<file path="src/rtl/game_vga_scan.sv">
// rtl/game_vga_scan.sv - VGA raster scan timing generator with registered colour/sync output stage.
// Optional frame-end strobe built only when GAME_VGA_FRAME_STROBE_EN is defined.
module game_vga_scan #(
    parameter int clk_mhz        = 50,
    parameter int pixel_mhz      = 25,
    parameter int screen_width   = 640,
    parameter int screen_height  = 480,
    parameter int h_front        = 16,
    parameter int h_sync         = 96,
    parameter int h_back         = 48,
    parameter int v_front        = 10,
    parameter int v_sync         = 2,
    parameter int v_back         = 33,
    parameter int GAME_RGB_WIDTH = 12
) (
    input  logic                              clk,
    input  logic                              rst,
    output logic [$clog2(screen_width)-1:0]   x,
    output logic [$clog2(screen_height)-1:0]  y,
    output logic                              display_on,
    input  logic [GAME_RGB_WIDTH-1:0]         rgb_in,
    output logic [GAME_RGB_WIDTH-1:0]         vga_rgb,
    output logic                              vga_hsync,
    output logic                              vga_vsync,
    output logic                              pixel_en,
    output logic                              frame_start
);

    localparam int R       = clk_mhz / pixel_mhz;
    localparam int DW      = (R > 1) ? $clog2(R) : 1;
    localparam int H_TOTAL = screen_width + h_front + h_sync + h_back;
    localparam int V_TOTAL = screen_height + v_front + v_sync + v_back;
    localparam int HW      = $clog2(H_TOTAL);
    localparam int VW      = $clog2(V_TOTAL);
    localparam int XW      = $clog2(screen_width);
    localparam int YW      = $clog2(screen_height);

    localparam logic [DW-1:0] D_LAST   = DW'(R - 1);
    localparam logic [HW-1:0] H_LAST   = HW'(H_TOTAL - 1);
    localparam logic [VW-1:0] V_LAST   = VW'(V_TOTAL - 1);
    localparam logic [HW-1:0] H_VIS    = HW'(screen_width);
    localparam logic [VW-1:0] V_VIS    = VW'(screen_height);
    localparam logic [HW-1:0] HS_START = HW'(screen_width + h_front);
    localparam logic [HW-1:0] HS_END   = HW'(screen_width + h_front + h_sync);
    localparam logic [VW-1:0] VS_START = VW'(screen_height + v_front);
    localparam logic [VW-1:0] VS_END   = VW'(screen_height + v_front + v_sync);

    logic [DW-1:0]             r_div;
    logic [HW-1:0]             r_h;
    logic [VW-1:0]             r_v;
    logic [GAME_RGB_WIDTH-1:0] r_rgb;
    logic                      r_hsync;
    logic                      r_vsync;

    logic w_pix_en;
    logic w_h_last;
    logic w_v_last;
    logic w_visible;
    logic w_hsync_act;
    logic w_vsync_act;

    assign w_pix_en    = (r_div == D_LAST);
    assign w_h_last    = (r_h == H_LAST);
    assign w_v_last    = (r_v == V_LAST);
    assign w_visible   = (r_h < H_VIS) && (r_v < V_VIS);
    assign w_hsync_act = (r_h >= HS_START) && (r_h < HS_END);
    assign w_vsync_act = (r_v >= VS_START) && (r_v < VS_END);

    // Clock divider: pixel_en marks the last clk of each pixel period.
    always_ff @(posedge clk or posedge rst) begin
        if (rst) begin
            r_div <= '0;
        end else if (r_div == D_LAST) begin
            r_div <= '0;
        end else begin
            r_div <= r_div + 1'b1;
        end
    end

    always_ff @(posedge clk or posedge rst) begin
        if (rst) begin
            r_h <= '0;
            r_v <= '0;
        end else if (w_pix_en) begin
            if (w_h_last) begin
                r_h <= '0;
                r_v <= w_v_last ? '0 : r_v + 1'b1;
            end else begin
                r_h <= r_h + 1'b1;
            end
        end
    end

    // Output stage: colour and syncs share one register so they stay aligned.
    always_ff @(posedge clk or posedge rst) begin
        if (rst) begin
            r_rgb   <= '0;
            r_hsync <= 1'b1;
            r_vsync <= 1'b1;
        end else if (w_pix_en) begin
            r_rgb   <= w_visible ? rgb_in : '0;
            r_hsync <= ~w_hsync_act;
            r_vsync <= ~w_vsync_act;
        end
    end

`ifdef GAME_VGA_FRAME_STROBE_EN
    logic r_frame;

    always_ff @(posedge clk or posedge rst) begin
        if (rst) begin
            r_frame <= 1'b0;
        end else begin
            r_frame <= w_pix_en && w_h_last && w_v_last;
        end
    end

    assign frame_start = r_frame;
`else
    assign frame_start = 1'b0;
`endif

    assign pixel_en   = w_pix_en;
    assign display_on = w_visible;
    assign x          = w_visible ? r_h[XW-1:0] : '0;
    assign y          = w_visible ? r_v[YW-1:0] : '0;
    assign vga_rgb    = r_rgb;
    assign vga_hsync  = r_hsync;
    assign vga_vsync  = r_vsync;

endmodule
</file>
<file path="config.mk">
export PLATFORM = sky130hd
export DESIGN_NAME = game_vga_scan
export DESIGN_NICKNAME = d
export VERILOG_FILES = /design/src/rtl/game_vga_scan.sv
export SDC_FILE = /design/constraint.sdc
export NUM_CORES = 1
export LEC_CHECK = 0
export CORE_MARGIN = 5
export CORE_UTILIZATION = 43
export CTS_CLUSTER_DIAMETER = 200
export DETAILED_ROUTE_END_ITERATION = 10
export MAX_ROUTING_LAYER = met4
export PLACE_DENSITY = 0.75
export REMOVE_ABC_BUFFERS = 1
export SKIP_LAST_GASP = 1
export SLEW_MARGIN = 15
export SYNTH_ARGS = -nofsm -noshare
export SYNTH_HDL_FRONTEND = slang
export SYNTH_SLANG_ARGS = --single-unit
export TNS_END_PERCENT = 30
</file>
<file path="constraint.sdc">
create_clock -name clk -period 1.8 [get_ports clk]
set_input_delay 0.36 -clock clk [delete_from_list [all_inputs] [get_ports clk]]
set_output_delay 0.36 -clock clk [all_outputs]
set_load 0.01 [all_outputs]
</file>
==> results of run 1 <==
## repair_timing
item / in CTS / in global routing
pin swaps: 4 / 1
endpoints found under the setup margin: 21 / 24
gates resized for setup: 72 / 6
setup buffers: 3 / 0
## registers in the layout (all words and copies together) (netlist names)
register / flops
vga_hsync: 1
r_h: 10
vga_rgb: 12
vga_vsync: 1
r_v: 10
pixel_en: 1
## cell usage after synthesis (all sizes together), types with 2 or more instances
cell	number	area share
buf	8	0.027
nor3	7	0.025
or2	2	0.0081
ha	4	0.027
nand2b	2	0.0067
inv	20	0.040
nand3	17	0.046
o21ai	16	0.043
nand4	6	0.020
nor4	10	0.053
o22ai	2	0.0067
xnor2	9	0.042
clkbuf	3	0.0061
and2	14	0.047
nand2	11	0.024
and3	4	0.013
xor2	2	0.0094
dfrtp	33	0.44
dfstp	2	0.028
nor2	8	0.016
a41oi	2	0.0094
## how the worst max path moves through the flow
stage,start,endpoint,slack (ns),cells after the start
2_1_floorplan,pixel_en$_DFF_PP0_,r_v[4]$_DFFE_PP0P_,-0.35,4
3_3_place_gp,r_v[8]$_DFFE_PP0P_,x[1],-0.16,4
3_5_place_dp,r_v[8]$_DFFE_PP0P_,x[1],-0.24,4
4_1_cts,r_h[8]$_DFFE_PP0P_,y[7],-0.21,5
5_1_grt,r_v[8]$_DFFE_PP0P_,y[5],-0.23,5
6_report,r_h[8]$_DFFE_PP0P_,y[6],-0.15,5
## worst max-delay path, cell delays in order, from the launching register on
cell and delay [ns]:
dfrtp_1 0.39, o21a_2 0.26, nor3_4 0.15, buf_6 0.15
and2_1 0.13, clkdlybuf4s15_2 0.22
## cells by family (layout without fill, tap and decap cells)
logic type / Yosys count / after routing / share of synthesized area
buf+inv: 31 / 104 / 0.07330
fa+ha+maj: 4 / 4 / 0.02690
mux: 2 / 2 / 0.01143
xor+xnor: 11 / 11 / 0.05179
flops: 35 / 35 / 0.4721
simple gates: 85 / 85 / 0.2744
other cells: 1 / 1 / 0.002016
compound gates: 27 / 27 / 0.08810
## metrics by stage
stage | setup slack [ns] | utilization | cell area, um2
6_report | -0.1527 | 0.6353 | 2709
2_1_floorplan | -0.3509 | - | 1799
3_3_place_gp | -0.1589 | 0.5998 | 2557
3_5_place_dp | -0.2435 | 0.5998 | 2557
4_1_cts | -0.2135 | 0.6320 | 2695
5_1_grt | -0.2253 | 0.6353 | 2709
## per-layer routing
layer / wire length, um / part of all wire / global-route usage
met5: 0 / 0 / -
met4: 42 / 0.0094 / 0.04078
met3: 364 / 0.081 / 0.04749
met2: 2100 / 0.47 / 0.2719
met1: 1965 / 0.44 / 0.2165
## area by class of cell
cell class                 instances  area (um2)  share of cell area
multi-input combinational        130       887.1              0.3275
inverter                          20       75.07             0.02771
sequential                        35       878.3              0.3242
timing repair buffer              76       719.4              0.2656
tap                               52       65.06             0.02402
clock inverter                     3       15.01            0.005543
clock buffer                       5       68.82             0.02540
## power breakdown
part | internal (mW) | leakage [nW] | switching, mW
Sequential | 0.800 | 0.440 | 0.00632
Combinational | 0.0601 | 0.792 | 0.0412
Clock | 0.265 | 0.0477 | 0.281
==> impl_metrics.env, run 1 <==
export IMPL_synth_edff_count=0
export IMPL_fin_crit_ns=1.953
export IMPL_drt_total_wl_um=4473
export IMPL_setup_tns_final_ns=-2.293
export IMPL_r2r_cells=6
export IMPL_grt_pass1_wl_um=7196
export IMPL_fillers=373
export IMPL_viasPerCell=5.165
export IMPL_clkTransAtPathRegs_ns=0.07
export IMPL_die_x_um=75.78
export IMPL_cts_buffers=5
export IMPL_final_nets=286
export IMPL_critPathArrivalTime_ns=1.59
export IMPL_criticalPathCategory="flop to primary output"
export IMPL_cp_required_ns=1.44
export IMPL_r2r_slack_ns=-0.01
export IMPL_max_cap_violations=0
export IMPL_p_leak_nw=1.280
export IMPL_rsz0062_at_grt="yes"
export IMPL_grt_antenna_before_repair=0
export IMPL_min_period_over_period=1.085
export IMPL_io_buffers=48
export IMPL_timing_rr_end="r_v[7]$_DFFE_PP0P_"
export IMPL_dp_cells=310
export IMPL_numClockSinks=35
export IMPL_tritoncts="yes"
export IMPL_crit_fanout=9
export IMPL_r2r_start="r_h[0]$_DFFE_PP0P_"
export IMPL_finalSetupViolCount=19
export IMPL_synth_seq_area_share=0.4721
export IMPL_place_hpwl_um=3243
export IMPL_clock_root_buffer="clkbuf_8"
export IMPL_syn_inst=196
export IMPL_grt_overflow_total=0
export IMPL_ant_nets=0
export IMPL_die_area_mm2=0.005743
export IMPL_finalHoldViolCount=0
export IMPL_vdd_drop_max_mv=0.3240
export IMPL_first_global_vias=1577
export IMPL_die_y_um=75.78
export IMPL_violations="negative setup slack"
export IMPL_syn2layout_area_growth_pct=45.60
export IMPL_start_kind="flop"
export IMPL_dr_pass1_iters=4
export IMPL_io_pins=50
export IMPL_grt_util_all_layers=0.1711
export IMPL_drtIter0Drc=38
export IMPL_mostFrequentLayoutCells="33 x dfrtp_1, 28 x clkdlybuf4s50_1, 22 x buf_4, 20 x inv_1, 17 x nand3_1"
export IMPL_htreeDepth=2
export IMPL_drv_slew=0
export IMPL_mostFrequentLayoutCell="dfrtp_1"
export IMPL_synthArstFlopShare=1.000
export IMPL_final_layout_size_suffix_gt1_frac=0.2528
export IMPL_synth_avg_cell_area_um2=9.493
export IMPL_coreArea_mm2=0.004264
export IMPL_ys_flop_type="dfrtp_1"
export IMPL_clkLatencyLatePin_ns=0.28
export IMPL_ys_types=43
export IMPL_timing_hold_ws_ns=0.4278
export IMPL_start_util=0.4363
export IMPL_place_congestion=0.7997
export IMPL_hold_buffers=0
export IMPL_worst_slack_ns=-0.1527
export IMPL_post_route_drc_count=0
export IMPL_ys_warnings_count=0
export IMPL_fin_skew_ns=0.002367
export IMPL_status="complete, but fails checks"
export IMPL_routedWlPerCell_um=13.93
export IMPL_cts_buffer_depth=2
export IMPL_powerDensity_mw_per_mm2=536.5
export IMPL_vias=1658
export IMPL_min_path_type="primary input to async pin"
export IMPL_n_antenna_cell=0
export IMPL_rows=24
export IMPL_synth_seq_cells=35
export IMPL_synthesis_area_mm2=0.001861
export IMPL_grt_max_degree=36
export IMPL_worstSetupEndpointType="primary output"
export IMPL_p_total_mw=1.453
export IMPL_fmax_mhz=512.1
export IMPL_instances_no_fill=321
Power figures use the tool's default switching activity.
==> run 2, diff against run 1 <==
--- a/config.mk
+++ b/config.mk
@@ -5,9 +5,11 @@
 export SDC_FILE = /design/constraint.sdc
 export NUM_CORES = 1
 export LEC_CHECK = 0
+export ABC_CLOCK_PERIOD_IN_PS = 1800
 export CORE_MARGIN = 5
 export CORE_UTILIZATION = 43
 export CTS_CLUSTER_DIAMETER = 200
+export CTS_CLUSTER_SIZE = 16
 export DETAILED_ROUTE_END_ITERATION = 10
 export MAX_ROUTING_LAYER = met4
 export PLACE_DENSITY = 0.75
==> constraint.sdc (replaced) <==
create_clock -name clk -period 1.8 [get_ports clk]
set_input_delay 0.27 -clock clk [delete_from_list [all_inputs] [get_ports clk]]
set_output_delay 0.27 -clock clk [all_outputs]
set_load 0.01 [all_outputs]
==> run 2 against run 1 <==
The run still ends with negative setup slack left. Flip-flop and latch count is the same. Critical path depth rose by 1. Via count decreased by 3.5%. Non-clock buffer count down 1. Largest cell class unchanged. Highest routed layer unchanged.
==> impl_metrics.env, run 2 (synthesis results as in run 1) <==
export IMPL_status="complete, but fails checks"
export IMPL_violations="negative setup slack"
export IMPL_cts_buffers=5
export IMPL_n_antenna_cell=0
export IMPL_routedWlPerCell_um=14.08
export IMPL_comb_power_share=0.063
export IMPL_fin_util=0.6297
export IMPL_first_global_vias=1545
export IMPL_fin_crit_ns=1.811
export IMPL_p_sw_frac=0.2138
export IMPL_place_area_mm2=0.002525
export IMPL_criticalPathCategory="flop to primary output"
export IMPL_crit_family="flip-flops"
export IMPL_p_total_mw=1.535
export IMPL_start_util=0.4363
export IMPL_finalHoldViolCount=0
export IMPL_syn2layout_area_growth_pct=44.32
export IMPL_die_area_mm2=0.005743
export IMPL_r2r_cells=7
export IMPL_grt_antenna_before_repair=0
export IMPL_coreArea_mm2=0.004264
export IMPL_r2r_start="r_v[1]$_DFFE_PP0P_"
export IMPL_post_route_drc_count=0
export IMPL_fmax_mhz=552.1
export IMPL_grt_overflow_total=0
export IMPL_cts_buffer_depth=2
export IMPL_netSwitchingPower_mw=0.3281
export IMPL_min_path_type="primary input to async pin"
export IMPL_final_nets=285
export IMPL_cp_buffers_inverters=3
export IMPL_drtIter0Drc=54
export IMPL_seqPwrFrac=0.526
export IMPL_r2r_slack_ns=0.03
export IMPL_timing_rr_end="r_v[4]$_DFFE_PP0P_"
export IMPL_hold_buffers=0
export IMPL_worstSetupEndpointType="primary output"
export IMPL_die_x_um=75.78
export IMPL_p_leak_nw=1.284
export IMPL_vias=1600
export IMPL_io_pins=50
export IMPL_dp_cells=309
export IMPL_crit_start="r_h[7]$_DFFE_PP0P_"
export IMPL_start_kind="flop"
export IMPL_viasPerCell=5.000
export IMPL_final_layout_size_suffix_gt1_frac=0.2724
export IMPL_drt_total_wl_um=4504
export IMPL_clkLatencyLatePin_ns=0.29
export IMPL_clkPwrFrac=0.411
export IMPL_cp_required_ns=1.53
export IMPL_worst_slack_ns=-0.01140
export IMPL_design_area_mm2=0.002685
export IMPL_die_y_um=75.78
export IMPL_crit_fanout=6
export IMPL_numClockSinks=35
export IMPL_internal_power_mw=1.206
export IMPL_rsz0062_at_grt="yes"
export IMPL_drv_slew=0
export IMPL_tritoncts="yes"
export IMPL_powerDensity_mw_per_mm2=571.5
export IMPL_finalSetupViolCount=6
export IMPL_clock_root_buffer="clkbuf_8"
export IMPL_crit_path_max_incr_delay_ns=0.40
export IMPL_grt_max_degree=36
export IMPL_fin_skew_ns=0.009303
export IMPL_min_period_over_period=1.006
export IMPL_ant_nets=0
export IMPL_place_hpwl_um=3115
export IMPL_io_buffers=48
export IMPL_largest_register_ffs=12
export IMPL_mostFrequentLayoutCells="33 x dfrtp_1, 28 x clkdlybuf4s50_1, 22 x buf_4, 20 x inv_1, 17 x nand3_1"
export IMPL_instances_no_fill=320
export IMPL_timing_hold_ws_ns=0.3876
export IMPL_rows=24
export IMPL_grt_pass1_wl_um=7438
export IMPL_htreeDepth=2
export IMPL_mostFrequentLayoutCell="dfrtp_1"
export IMPL_grt_util_all_layers=0.1759
export IMPL_crit_chain="o21a_2, nor3_4, buf_6, buf_12, and2_1, clkbuf_2"
export IMPL_clkTransAtPathRegs_ns=0.08
export IMPL_place_congestion=0.8288
export IMPL_slowest_stage="dfrtp_1"
export IMPL_max_cap_violations=0
export IMPL_vdd_drop_max_mv=0.3848
export IMPL_dr_pass1_iters=4
export IMPL_critPathArrivalTime_ns=1.54
-- run 2: changes by cell type in the layout (fill, tap and decap cells not counted), sizes merged --
cell and delta:
dlygate4sd2 -3, clkinv -3, clkbuf +9, buf +4, clkdlybuf4s15 -8
-- run 2: area by class of cell --
cell class	count	area, um2
Clock buffer	8	100.1
Fill cell	375	1579
Tap cell	52	65.06
Timing Repair Buffer	75	640.6
Inverter	20	75.07
Sequential cell	35	878.3
Multi-Input combinational cell	130	925.9
-- run 2: stage by stage --
step / setup TNS, ns / setup WS, ns
2_1_floorplan: -2.084 / -0.3509
3_3_place_gp: -1.111 / -0.06983
3_5_place_dp: -1.548 / -0.09557
4_1_cts: -2.896 / -0.2169
5_1_grt: -1.184 / -0.08747
6_report: -0.03120 / -0.01140
-- run 2: how the worst max path moves through the flow --
stage / cells after the start / end / slack, ns
finish: 6 / x[6] / -0.01
detailed placement: 5 / x[7] / -0.1
global placement: 4 / x[1] / -0.07
global route: 7 / r_v[4]$_DFFE_PP0P_ / -0.09
CTS: 6 / y[2] / -0.22
floorplan: 4 / r_v[4]$_DFFE_PP0P_ / -0.35
-- run 2: layer usage --
layer / GRT usage / vias to the layer above / share of wire / routed length [um]
met3: 0.03034 / 8 / 0.062 / 281
li1: - / 816 / - / -
met4: 0.06408 / 0 / 0.016 / 70
met5: - / - / 0 / 0
met1: 0.2448 / 736 / 0.49 / 2187
met2: 0.2567 / 40 / 0.44 / 1964
-- run 2: repair_timing --
action,4_1_cts,5_1_grt
buffers inserted,6,0
pin swaps,2,3
gates resized for setup,46,55
endpoints found under the setup margin,20,23
-- run 2: power groups by stage --
stage          Clock [mW]  Combinational, mW  Sequential (mW)
4_1_cts             0.644              0.100            0.807
5_1_grt             0.685              0.109            0.808
6_report            0.630             0.0974            0.807
3_3_place_gp            0             0.0980            0.821
3_5_place_dp            0             0.0995            0.822
2_1_floorplan           0             0.0270            0.829
-- run 2: worst register-to-register path, cell delays in order, from the launching register on --
cell and delay [ns]:
dfrtp_1 0.40, inv_1 0.21, ha_1 0.22, nand4_1 0.12, nor4_2 0.23, buf_4 0.17
nor2_1 0.04, mux2_1 0.28
